## src/rtl/div_monitor.sv

```systemverilog
// Checks a divided clock sampled in the fast clk domain: measures period/high time, tracks lock, flags violations.
// Optional sticky error held until clear: define DIV_MONITOR_STICKY_ERR_EN.
module div_monitor #(
   parameter int DIV    = 6,
   parameter int LOCK_N = 4,
   parameter int CNT_W  = $clog2(2*DIV+1),
   parameter int EDGE_W = 16
) (
   input  logic              clk,
   input  logic              reset,
   input  logic              clk_div_in,
   input  logic              clear,
   output logic [CNT_W-1:0]  period,
   output logic [CNT_W-1:0]  high_time,
   output logic              lock,
   output logic              err,
   output logic [EDGE_W-1:0] edge_cnt
);

   localparam int GOOD_W = $clog2(LOCK_N+1);
   localparam logic [CNT_W-1:0]  PH_MAX = CNT_W'(2*DIV);
   localparam logic [CNT_W-1:0]  PER_OK = CNT_W'(DIV);
   localparam logic [CNT_W-1:0]  HI_OK  = CNT_W'(DIV/2);
   localparam logic [GOOD_W-1:0] GOOD_MAX = GOOD_W'(LOCK_N);

   typedef enum logic [1:0] {IDLE, ARMED, TRACK} state_t;

   state_t             state_q, state_d;
   logic               in_q, in_d;
   logic [CNT_W-1:0]   ph_q, ph_d;
   logic [CNT_W-1:0]   period_q, period_d;
   logic [CNT_W-1:0]   high_q, high_d;
   logic [GOOD_W-1:0]  good_q, good_d;
   logic               lock_q, lock_d;
   logic               err_q, err_d;
   logic [EDGE_W-1:0]  edge_q, edge_d;
   logic               rise, fall, viol;

   always_comb begin
      rise     = clk_div_in & ~in_q;
      fall     = ~clk_div_in & in_q;
      in_d     = clk_div_in;
      state_d  = state_q;
      period_d = period_q;
      high_d   = high_q;
      good_d   = good_q;
      viol     = 1'b0;
      ph_d     = rise ? CNT_W'(1) : ((ph_q == PH_MAX) ? ph_q : ph_q + CNT_W'(1));
      edge_d   = rise ? edge_q + EDGE_W'(1) : edge_q;

      case (state_q)
         IDLE: if (rise) state_d = ARMED;
         ARMED, TRACK: begin
            if (fall) begin
               high_d = ph_q;
               if (ph_q != HI_OK) viol = 1'b1;
            end
            if (rise) begin
               period_d = ph_q;
               state_d  = TRACK;
               if (ph_q != PER_OK) viol = 1'b1;
               else if (good_q != GOOD_MAX) good_d = good_q + GOOD_W'(1);
            end else if (ph_q == PH_MAX) begin
               // divider stalled: drop back and wait for a fresh rise to re-arm
               viol    = 1'b1;
               state_d = IDLE;
            end
         end
         default: state_d = IDLE;
      endcase

      if (viol) good_d = '0;
      lock_d = (good_d == GOOD_MAX);
`ifdef DIV_MONITOR_STICKY_ERR_EN
      err_d = viol | (err_q & ~clear);
`else
      err_d = viol;
`endif
   end

   always_ff @(posedge clk) begin
      if (reset) begin
         state_q  <= IDLE;
         in_q     <= 1'b0;
         ph_q     <= '0;
         period_q <= '0;
         high_q   <= '0;
         good_q   <= '0;
         lock_q   <= 1'b0;
         err_q    <= 1'b0;
         edge_q   <= '0;
      end else begin
         state_q  <= state_d;
         in_q     <= in_d;
         ph_q     <= ph_d;
         period_q <= period_d;
         high_q   <= high_d;
         good_q   <= good_d;
         lock_q   <= lock_d;
         err_q    <= err_d;
         edge_q   <= edge_d;
      end
   end

   assign period    = period_q;
   assign high_time = high_q;
   assign lock      = lock_q;
   assign err       = err_q;
   assign edge_cnt  = edge_q;

endmodule

```

## config.mk

```make
export PLATFORM = sky130hd
export DESIGN_NAME = div_monitor
export DESIGN_NICKNAME = d
export VERILOG_FILES = /design/src/rtl/div_monitor.sv
export SDC_FILE = /design/constraint.sdc
export NUM_CORES = 1
export LEC_CHECK = 0
export ABC_AREA = 0
export BUFFER_PORTS_ARGS = -buffer_cell sky130_fd_sc_hd__buf_2
export CAP_MARGIN = 25
export CORE_MARGIN = 2
export CORE_UTILIZATION = 40
export DETAILED_ROUTE_END_ITERATION = 7
export PLACE_DENSITY = 0.65
export REMOVE_ABC_BUFFERS = 1
export SLEW_MARGIN = 20
export SYNTH_ARGS = -nofsm -noshare
export SYNTH_HDL_FRONTEND = slang
export SYNTH_SLANG_ARGS = --single-unit
```

## constraint.sdc

```tcl
create_clock -name clk -period 1.6 [get_ports clk]
set_input_delay 0 -clock clk [delete_from_list [all_inputs] [get_ports clk]]
set_output_delay 0 -clock clk [all_outputs]
set_load 0.01 [all_outputs]
```

==> results of run 1 <==
==> registers in the layout, indices dropped and copies added, names as in the netlist <==
| register | count |
|---|---|
| edge_cnt | 16 |
| err | 1 |
| lock | 1 |
| good_q | 3 |
| high_time | 4 |
| period | 4 |
| in_q | 1 |
| state_q | 2 |
| ph_q | 4 |
==> final timing paths <==
| kind | from | endpoint | slack (ns) | cells after the start |
|---|---|---|---|---|
| max | ph_q[0]$_SDFFE_PP0P_ | lock$_SDFF_PP0_ | 0.09 | 7 |
| min | clk_div_in | in_q$_SDFF_PP0_ | 0.01 | 2 |
| max reg2reg | ph_q[0]$_SDFFE_PP0P_ | lock$_SDFF_PP0_ | 0.09 | 7 |
| min reg2reg | state_q[1]$_SDFFE_PP0P_ | state_q[1]$_SDFFE_PP0P_ | 0.48 | 2 |
==> metrics by stage <==
stage	worst slack [ns]	power, mW
detailed placement	0.0497	1.10
finish	0.0875	1.86
global placement	0.0881	1.09
CTS	0.0354	1.87
global route	-0.0368	1.94
floorplan	-0.0105	1.03
==> layer usage <==
layer	routed length [um]	global-route usage [%]
met3	163	6.00
met4	21	5.36
met5	0	0
met1	1500	18.7
met2	1640	28.6
==> layout make-up <==
cell class | instances | share of cell area (%)
multi-input combinational | 128 | 41.1
clock inverter | 2 | 1.68
timing repair buffer | 50 | 14.6
tap | 50 | 2.99
clock buffer | 6 | 3.47
sequential | 36 | 34.5
inverter | 9 | 1.62
==> repair_timing <==
item / in CTS / in global routing
resized for setup: 0 / 6
setup buffers: 0 / 1
setup endpoints to repair: 0 / 5
==> cells by family (layout without fill, tap and decap cells) <==
group / Yosys count / after routing / synth area share (%)
AO/OA/AOI/OAI: 22 / 22 / 8.51
XOR/XNOR: 15 / 15 / 8.12
adder cells (fa/ha/maj): 7 / 7 / 5.41
buffers and inverters: 15 / 67 / 3.56
flip-flops: 36 / 36 / 44.5
multiplexers: 8 / 8 / 5.03
AND/OR/NAND/NOR: 76 / 76 / 24.8
==> cells in the mapped netlist (2+ instances only) <==
library cell	n	area (um2)
ha_1	7	87.6
or3_1	2	12.5
nand2_1	8	30.0
xnor2_1	8	70.1
nor2_1	28	105
or4_1	2	15.0
dfxtp_1	36	721
mux2i_1	7	70.1
nor2b_1	3	18.8
o31ai_1	2	15.0
a21oi_1	11	55.1
and4b_1	2	20.0
nor4_1	3	18.8
inv_1	9	33.8
clkbuf_1	5	18.8
xor2_1	7	61.3
nand3b_1	3	22.5
nand3_1	7	35.0
nand2b_1	2	12.5
nor3_1	3	15.0
a211oi_1	3	22.5
nand4_1	6	37.5
==> worst max-delay path: stages, from the launching register on <==
cell and delay (ns):
dfxtp_2 0.33, inv_1 0.05, ha_1 0.18, and3b_1 0.18
buf_4 0.14, a211o_1 0.27, nand3b_1 0.18, a211oi_2 0.07
==> power breakdown <==
part           switching (mW)  internal [mW]  total, mW  leakage, nW
sequential             0.0121          0.915      0.927        0.292
combinational          0.0844         0.0712      0.156        0.578
clock                   0.314          0.462      0.776       0.0552
==> cell usage in the layout (no fill, tap or decap), drive strengths merged, types with 3 or more instances in the layout <==
cell type and count:
nor2b 3, inv 9, buf 50, a211oi 3, dfxtp 36, nand4 7, ha 7, nand3b 3
nor2 28, xnor2 8, nand3 7, xor2 7, nand2 9, nor4 3, clkbuf 6, a21oi 11
mux2i 7, nor3 3
==> summary.md, run 1 <==
| Metric | Value |
|---|---|
| Highest clock rate | `661 MHz` |
| WP data required | `1.77 ns` |
| Number of global-route vias before repair | `1280` |
| Final Instance Area | `2090 um2` |
| Nets@finish | `241` |
| First-pass GRT wire length | `5600 um` |
| Tmin final | `1.51 ns` |
| Clock transition at path regs | `0.07 ns` |
| Final hold violation count | `0` |
| Num rows | `23` |
| Estimated wirelength of the detail-placed design | `2460 um` |
| Total CTS buffers | `5` |
| Worst hold slack | `0.00963 ns` |
| P&R area growth vs syn | `29.2%` |
| Final core area utilization | `53.0%` |
| Die Ht | `67.6 um` |
| CP Data Arrival Time | `1.68 ns` |
| CTS tree | `yes` |
| IO Port Bufs | `28` |
| Worst slew pin tran | `0.328 ns` |
| GRT Util Overall | `16.5%` |
| Max_cap viols | `0` |
| Diode count | `0` |
| H-tree depth | `2` |
| I/O Pins | `30` |
| Finished Layout Cells | `281` |
| FFs w/ async S/R, synth | `0%` |
| Synth Warn # | `0` |
| Multi-input logic area | `860 um2` |
| Syn Std Cell Area | `1620 um2` |
| Routed Antenna Nets | `0` |
| Mapped Cells | `179` |
| LEAKAGE | `0.924 nW` |
| Clk_lat worst skew | `0.29 ns` |
| Register Area | `722 um2` |
| # DRC | `0` |
| Worst vdd ir | `0.709 mV` |
| Final setup violation count | `0` |
| Avg Inst Size Synth | `9.04 um2` |
| Antenna violations before repair | `0` |
| First-pass DRT Iterations | `4` |
| Layout fillers | `403` |
| Crit path launch type | `flip-flop` |
| Max FO, Critical Path | `4` |
| #FFs+latches synth | `36` |
| CTS Sinks | `36` |
| GP Congestion | `0.818` |
| Status | `finished, final reports clean` |
| Final slew viol count | `0` |
| Die Width | `67.6 um` |
| Slew HR | `77.6%` |
| Clock Tree Buf Depth | `2` |
| Root Buffer | `clkbuf_8` |
| Core area | `3940 um2` |
| Top_reg_cell synth | `dfxtp_1` |
| Final clock period utilization by the worst path | `94.5%` |
| Fin Setup TNS | `0 ns` |
| Detailed Route Iter0 Violations | `77` |
| # placed instances | `272` |
| Seq/Total Area, Yosys | `44.5%` |
| Largest net degree at the start of global routing | `21` |
| Crit path kind | `reg -> reg` |
| Post-synth EDFFs | `0` |
| Hold Buf Count CTS | `0` |
| P per Cell Area | `889 nW/um2` |
| Total gr overflow | `0` |
| Via count | `1398` |
| Worst Setup End Kind | `flip-flop` |
| Hold WC Path Type | `in -> reg` |
| Die area | `4570 um2` |
| Routed WL | `3330 um` |
| Detailed-route vias per instance | `4.98` |
| Worst Skew | `0.00716 ns` |
| Synth cell types | `37` |
| Routed len/inst | `11.8 um` |
| Share of layout cells above drive strength 1 | `29.0%` |
| Starting density of the core | `41.0%` |
| Placed Instance Area | `1950 um2` |
Note: power is estimated with default switching activity, not from simulation.
==> inputs of run 2 (changes only) <==
- CELL_PAD_IN_SITES_DETAIL_PLACEMENT: unset -> 0
- CELL_PAD_IN_SITES_GLOBAL_PLACEMENT: unset -> 1
- CORE_UTILIZATION: 40 -> 37
- PLACE_DENSITY: 0.65 -> 0.76
==> summary.md, run 2 (synthesis results as in run 1) <==
| Metric | Value |
|---|---|
| Root Buffer | `clkbuf_8` |
| WP data required | `1.81 ns (+0.04 ns)` |
| Detailed-route vias per instance | `4.92 (-1.1%)` |
| I/O Pins | `30 (unchanged)` |
| Num rows | `24 (+4.3%)` |
| Clock Tree Buf Depth | `2 (unchanged)` |
| Delay of the slowest cell on the worst path | `0.33 ns (about the same)` |
| CTS tree | `yes` |
| Die area | `4920 um2 (+7.6%)` |
| Starting density of the core | `37.7% (-3.4 points)` |
| Crit path kind | `reg -> reg` |
| PostCTS Resize Cnt | `0 (unchanged)` |
| Most frequent cells in the layout | `dfxtp_1, nor2_1, buf_2` |
| Largest register FFs | `16 (unchanged)` |
| CP Data Arrival Time | `1.76 ns (+0.08 ns)` |
| Slowest cell on crit path | `dfxtp_2` |
| Family with the most delay on the worst path | `simple AND/OR/NAND/NOR gates` |
| Worst Setup End Kind | `flip-flop` |
| GRT Util Overall | `14.6% (-1.9 points)` |
| P per Cell Area | `896 nW/um2 (+0.71%)` |
| Finished Layout Cells | `282 (+0.36%)` |
| Total gr overflow | `0 (unchanged)` |
| Max_cap viols | `0 (unchanged)` |
| # placed instances | `274 (+0.74%)` |
| Via count | `1388 (-0.72%)` |
| Hold Buf Count CTS | `0 (unchanged)` |
| Status | `finished, final reports clean` |
| Share of layout cells above drive strength 1 | `29.1% (+0.13 points)` |
| Number of global-route vias before repair | `1387 (+8.4%)` |
| CTS Sinks | `36 (unchanged)` |
| Slew HR | `59.9% (-18 points)` |
| Largest net degree at the start of global routing | `35 (+67%)` |
| Clock transition at path regs | `0.07 ns (about the same)` |
| Final slew viol count | `0 (unchanged)` |
| Max FO, Critical Path | `3 (-1)` |
| RSZ-0062 raised after global routing | `true` |
| Worst vdd ir | `0.524 mV (-26%)` |
| IO Port Bufs | `28 (unchanged)` |
| Estimated wirelength of the detail-placed design | `2400 um (-2.6%)` |
| Worst slew pin tran | `0.601 ns (+0.273 ns)` |
| Routed len/inst | `11.7 um (-1.2%)` |
| First-pass DRT Iterations | `4 (unchanged)` |
| Highest clock rate | `643 MHz (-2.8%)` |
| Worst path cell trace | `inv_1, ha_1, and3b_1, and3_1, or3_4, a211oi_2` |
| Tmin final | `1.56 ns (+0.0428 ns)` |
| Routed Antenna Nets | `0 (unchanged)` |
| Antenna violations before repair | `0 (unchanged)` |
| Nets@finish | `240 (-0.41%)` |
| Worst Skew | `0.00640 ns (-0.000766 ns)` |
| H-tree depth | `2 (unchanged)` |
| Total CTS buffers | `5 (unchanged)` |
| Die Ht | `70.1 um (+3.7%)` |
| P&R area growth vs syn | `29.1%` |
| Detailed Route Iter0 Violations | `72 (-6.5%)` |
| Final setup violation count | `0 (unchanged)` |
| Diode count | `0 (unchanged)` |
| Post-CTS setup buffers | `0 (unchanged)` |
| Die Width | `70.1 um (+3.7%)` |
| Routed WL | `3300 um (-0.87%)` |
| GP Congestion | `0.751 (-8.2%)` |
| # DRC | `0 (unchanged)` |
| Final clock period utilization by the worst path | `97.2% (+2.7 points)` |
| Hold WC Path Type | `in -> reg` |
| Core area | `4290 um2 (+8.9%)` |
| Worst path bufs/invs | `1 (-1)` |
| Worst hold slack | `0.0261 ns (+0.0165 ns)` |
| Final hold violation count | `0 (unchanged)` |
| Clk_lat worst skew | `0.29 ns (about the same)` |
| Commonest non-fill, non-tap cell in the layout | `dfxtp_1` |
| Crit path launch type | `flip-flop` |
| LEAKAGE | `0.923 nW (-0.14%)` |
| First-pass GRT wire length | `5790 um (+3.5%)` |
-- run 2: cell types whose count changed in the layout (fill, tap and decap cells not counted) --
cell	previous run	this run
nor2b_2	0	1
and3_4	1	0
and3_1	0	1
nor2b_1	3	2
or3_1	2	1
buf_4	22	21
or3_4	0	1
-- run 2: path summary, 6_finish.rpt --
| kind | depth (start not counted) | slack, ns | from | to |
|---|---|---|---|---|
| worst max-delay path | 6 | 0.04 | ph_q[0]$_SDFFE_PP0P_ | lock$_SDFF_PP0_ |
| worst max register to register | 6 | 0.04 | ph_q[0]$_SDFFE_PP0P_ | lock$_SDFF_PP0_ |
| worst min register to register | 2 | 0.46 | state_q[1]$_SDFFE_PP0P_ | state_q[1]$_SDFFE_PP0P_ |
| worst min-delay path | 2 | 0.03 | clk_div_in | in_q$_SDFF_PP0_ |
-- run 2: report_power, final --
| part | switching (mW) | internal (mW) |
|---|---|---|
| registers | 0.0102 | 0.915 |
| logic | 0.0841 | 0.0656 |
| clock network | 0.333 | 0.463 |
-- run 2: routing by layer --
metal  share of wire (%)  track usage [%]
met5                   0                0
met4                 1.6             6.41
met3                 3.6             3.46
met1                  47             16.9
met2                  48             25.5
-- run 2: worst register-to-register path, delay by kind of cell, from the launching register on --
kind | cells | cell delay [ns]
flops | 1 | 0.33
compound gates | 1 | 0.21
simple gates | 3 | 0.69
buf+inv | 1 | 0.06
fa+ha+maj | 1 | 0.19
-- run 2: cell type report --
class / count / area, um2
multi-input cells: 128 / 862
flip-flops and latches: 36 / 722
repair buffers: 49 / 298
inverters: 9 / 33.8
fillers: 435 / 2210
clock buffers: 6 / 72.6
well taps: 52 / 65.1
clock inverters: 2 / 35.0
-- run 2: stage by stage --
step,TNS [ns],area [um2],total power [mW],setup WS [ns],utilization [%]
CTS,0,2060,1.90,0.0140,48.1
finish,0,2090,1.87,0.0447,48.6
detailed placement,0,1960,1.09,0.0362,45.6
global route,-0.0105,2090,1.94,-0.0102,48.6
global placement,0,1960,1.09,0.0655,45.6
floorplan,-0.0159,1590,1.03,-0.0105,-
==> inputs of run 3 (changes only) <==
- CORE_UTILIZATION: 37 -> 40
- PLACE_DENSITY: 0.76 -> 0.79
- clock period: 1.6 -> 1.65 ns (I/O delays scaled with it)
==> summary.md, run 3 (synthesis results as in run 1) <==
| Metric | Value |
|---|---|
| Status | `finished, final reports clean` |
| P&R area growth vs syn | `25.7%` |
| IO Port Bufs | `28 (unchanged)` |
| P_sw | `0.409 mW (-4.2%)` |
| Total CTS buffers | `5 (unchanged)` |
| Slew HR | `62.4% (+2.4 points)` |
| Share of layout cells above drive strength 1 | `27.4% (-1.7 points)` |
| Layout fillers | `382 (-12%)` |
| Core area | `3940 um2 (-8.2%)` |
| Post-CTS setup buffers | `0 (unchanged)` |
| Die area | `4570 um2 (-7.1%)` |
| Worst r2r path cells | `6 (unchanged)` |
| Die Width | `67.6 um (-3.6%)` |
| Detailed-route vias per instance | `5.11 (+3.7%)` |
| Worst slew pin tran | `0.564 ns (-0.0366 ns)` |
| Placed Instance Area | `1920 um2 (-1.7%)` |
| Root Buffer | `clkbuf_8` |
| Worst Skew | `0.00760 ns (+0.00120 ns)` |
| Max_cap viols | `0 (unchanged)` |
| Register Area | `723 um2 (+0.17%)` |
| Worst R2R Setup Slack | `0.07 ns (+0.03 ns)` |
| CTS Sinks | `36 (unchanged)` |
| Diode count | `0 (unchanged)` |
| Routed WL | `3500 um (+6.1%)` |
| Final hold violation count | `0 (unchanged)` |
| R2R Path Start | `ph_q[0]$_SDFFE_PP0P_` |
| Antenna violations before repair | `0 (unchanged)` |
| Clock Tree Buf Depth | `2 (unchanged)` |
| Clk_lat worst skew | `0.29 ns (about the same)` |
| Crit path kind | `reg -> reg` |
| # DRC | `0 (unchanged)` |
| I/O Pins | `30 (unchanged)` |
| Min-delay src | `clk_div_in` |
| Overall Power | `1.69 mW (-9.5%)` |
| Num rows | `23 (-4.2%)` |
| Hold depth | `2 (unchanged)` |
| Max FO, Critical Path | `3 (unchanged)` |
| P per Cell Area | `832 nW/um2 (-7.1%)` |
| Final slew viol count | `0 (unchanged)` |
| CP Data Arrival Time | `1.79 ns (+0.03 ns)` |
| First-pass DRT Iterations | `4 (unchanged)` |
| Combinational power share | `8.6% (+0.6 points)` |
| Die Ht | `67.6 um (-3.6%)` |
| Tmin final | `1.58 ns (+0.0239 ns)` |
| Largest register FFs | `16 (unchanged)` |
| Largest net degree at the start of global routing | `35 (unchanged)` |
| CTS tree | `yes` |
| Routed len/inst | `12.7 um (+8.4%)` |
| Final setup violation count | `0 (unchanged)` |
| Estimated wirelength of the detail-placed design | `2530 um (+5.7%)` |
| Nets@finish | `236 (-1.7%)` |
| Starting density of the core | `41.0% (+3.4 points)` |
| WP data required | `1.86 ns (+0.05 ns)` |
| Most frequent cells in the layout | `dfxtp_1, nor2_1, buf_2` |
| Internal power | `1.28 mW (-11%)` |
| Final core area utilization | `51.6% (+2.9 points)` |
| GP Congestion | `0.835 (+11%)` |
| Multi-input logic area | `853 um2 (-1.0%)` |
| Highest clock rate | `633 MHz (-1.5%)` |
| Final clock period utilization by the worst path | `95.7% (-1.5 points)` |
| H-tree depth | `2 (unchanged)` |
| Worst vdd ir | `0.530 mV (+1.3%)` |
| Worst hold slack | `0.0229 ns (-0.00327 ns)` |
| Commonest non-fill, non-tap cell in the layout | `dfxtp_1` |
| Worst R2R End | `lock$_SDFF_PP0_` |
| Hold EP | `in_q$_SDFF_PP0_` |
| Final Instance Area | `2030 um2 (-2.6%)` |
| Fin Setup TNS | `0 ns (unchanged)` |
| Worst Setup End Kind | `flip-flop` |
| RSZ-0062 raised after global routing | `false` |
| Hold WC Path Type | `in -> reg` |
| Total gr overflow | `0 (unchanged)` |
| Clock transition at path regs | `0.08 ns (about the same)` |
| GRT Util Overall | `17.6% (+3.0 points)` |
| Detailed Route Iter0 Violations | `56 (-22%)` |
| Via count | `1409 (+1.5%)` |
| Crit path launch type | `flip-flop` |
| Number of global-route vias before repair | `1336 (-3.7%)` |
| Sequential share of power | `53.1% (+3.6 points)` |
| Clock group share of total power | `38.3% (-4.2 points)` |
| First-pass GRT wire length | `5970 um (+3.1%)` |
| LEAKAGE | `0.899 nW (-2.6%)` |
| Routed Antenna Nets | `0 (unchanged)` |
| Sw frac | `24.2% (+1.3 points)` |
==> run 3: worst max-delay path by stage <==
stage,endpoint,depth (start not counted),start,slack [ns]
floorplan,lock$_SDFF_PP0_,6,ph_q[0]$_SDFFE_PP0P_,0.04
global placement,lock$_SDFF_PP0_,6,ph_q[0]$_SDFFE_PP0P_,0.12
detailed placement,lock$_SDFF_PP0_,5,state_q[0]$_SDFFE_PP0P_,0.01
CTS,lock$_SDFF_PP0_,6,ph_q[0]$_SDFFE_PP0P_,0.004
global route,lock$_SDFF_PP0_,6,ph_q[0]$_SDFFE_PP0P_,0.009
finish,lock$_SDFF_PP0_,6,ph_q[0]$_SDFFE_PP0P_,0.07
==> run 3: through the flow <==
stage	setup slack, ns	std cells
floorplan	0.0395	173
detailed placement	0.0142	268
CTS	0.00430	276
global placement	0.120	268
global route	0.00894	276
finish	0.0709	276
==> run 3: final cells by class <==
type                            count  area share, %
Clock buffer                        6           4.06
Clock inverter                      2          0.492
Inverter                            9           1.66
Multi-Input combinational cell    128           42.0
Sequential cell                    36           35.6
Tap cell                           50           3.08
Timing Repair Buffer               45           13.2
==> run 3: worst max-delay path, cell delays in order, from the launching register on <==
cell	delay (ns)
dfxtp_2	0.32
inv_1	0.05
ha_1	0.19
and3b_1	0.18
and3_1	0.22
or3_1	0.34
a211oi_2	0.20
==> run 3: power by group through the flow <==
stage | combinational [mW] | clock, mW | sequential, mW
CTS | 0.144 | 0.673 | 0.898
finish | 0.145 | 0.648 | 0.899
global route | 0.164 | 0.710 | 0.900
detailed placement | 0.143 | 0 | 0.918
floorplan | 0.0755 | 0 | 0.924
global placement | 0.137 | 0 | 0.917
==> run 3: routing by layer <==
layer / vias to the layer above / GRT usage, % / wire, um
li1: 711 / - / -
met1: 662 / 20.4 / 1500
met2: 29 / 29.3 / 1760
met3: 7 / 5.50 / 167
met4: 0 / 8.42 / 75
met5: - / 0 / 0
==> run 3: what timing repair did <==
item                                    CTS  global route
endpoints found under the setup margin    0             3
hold buffers                              0             0
resized for setup                         0             5
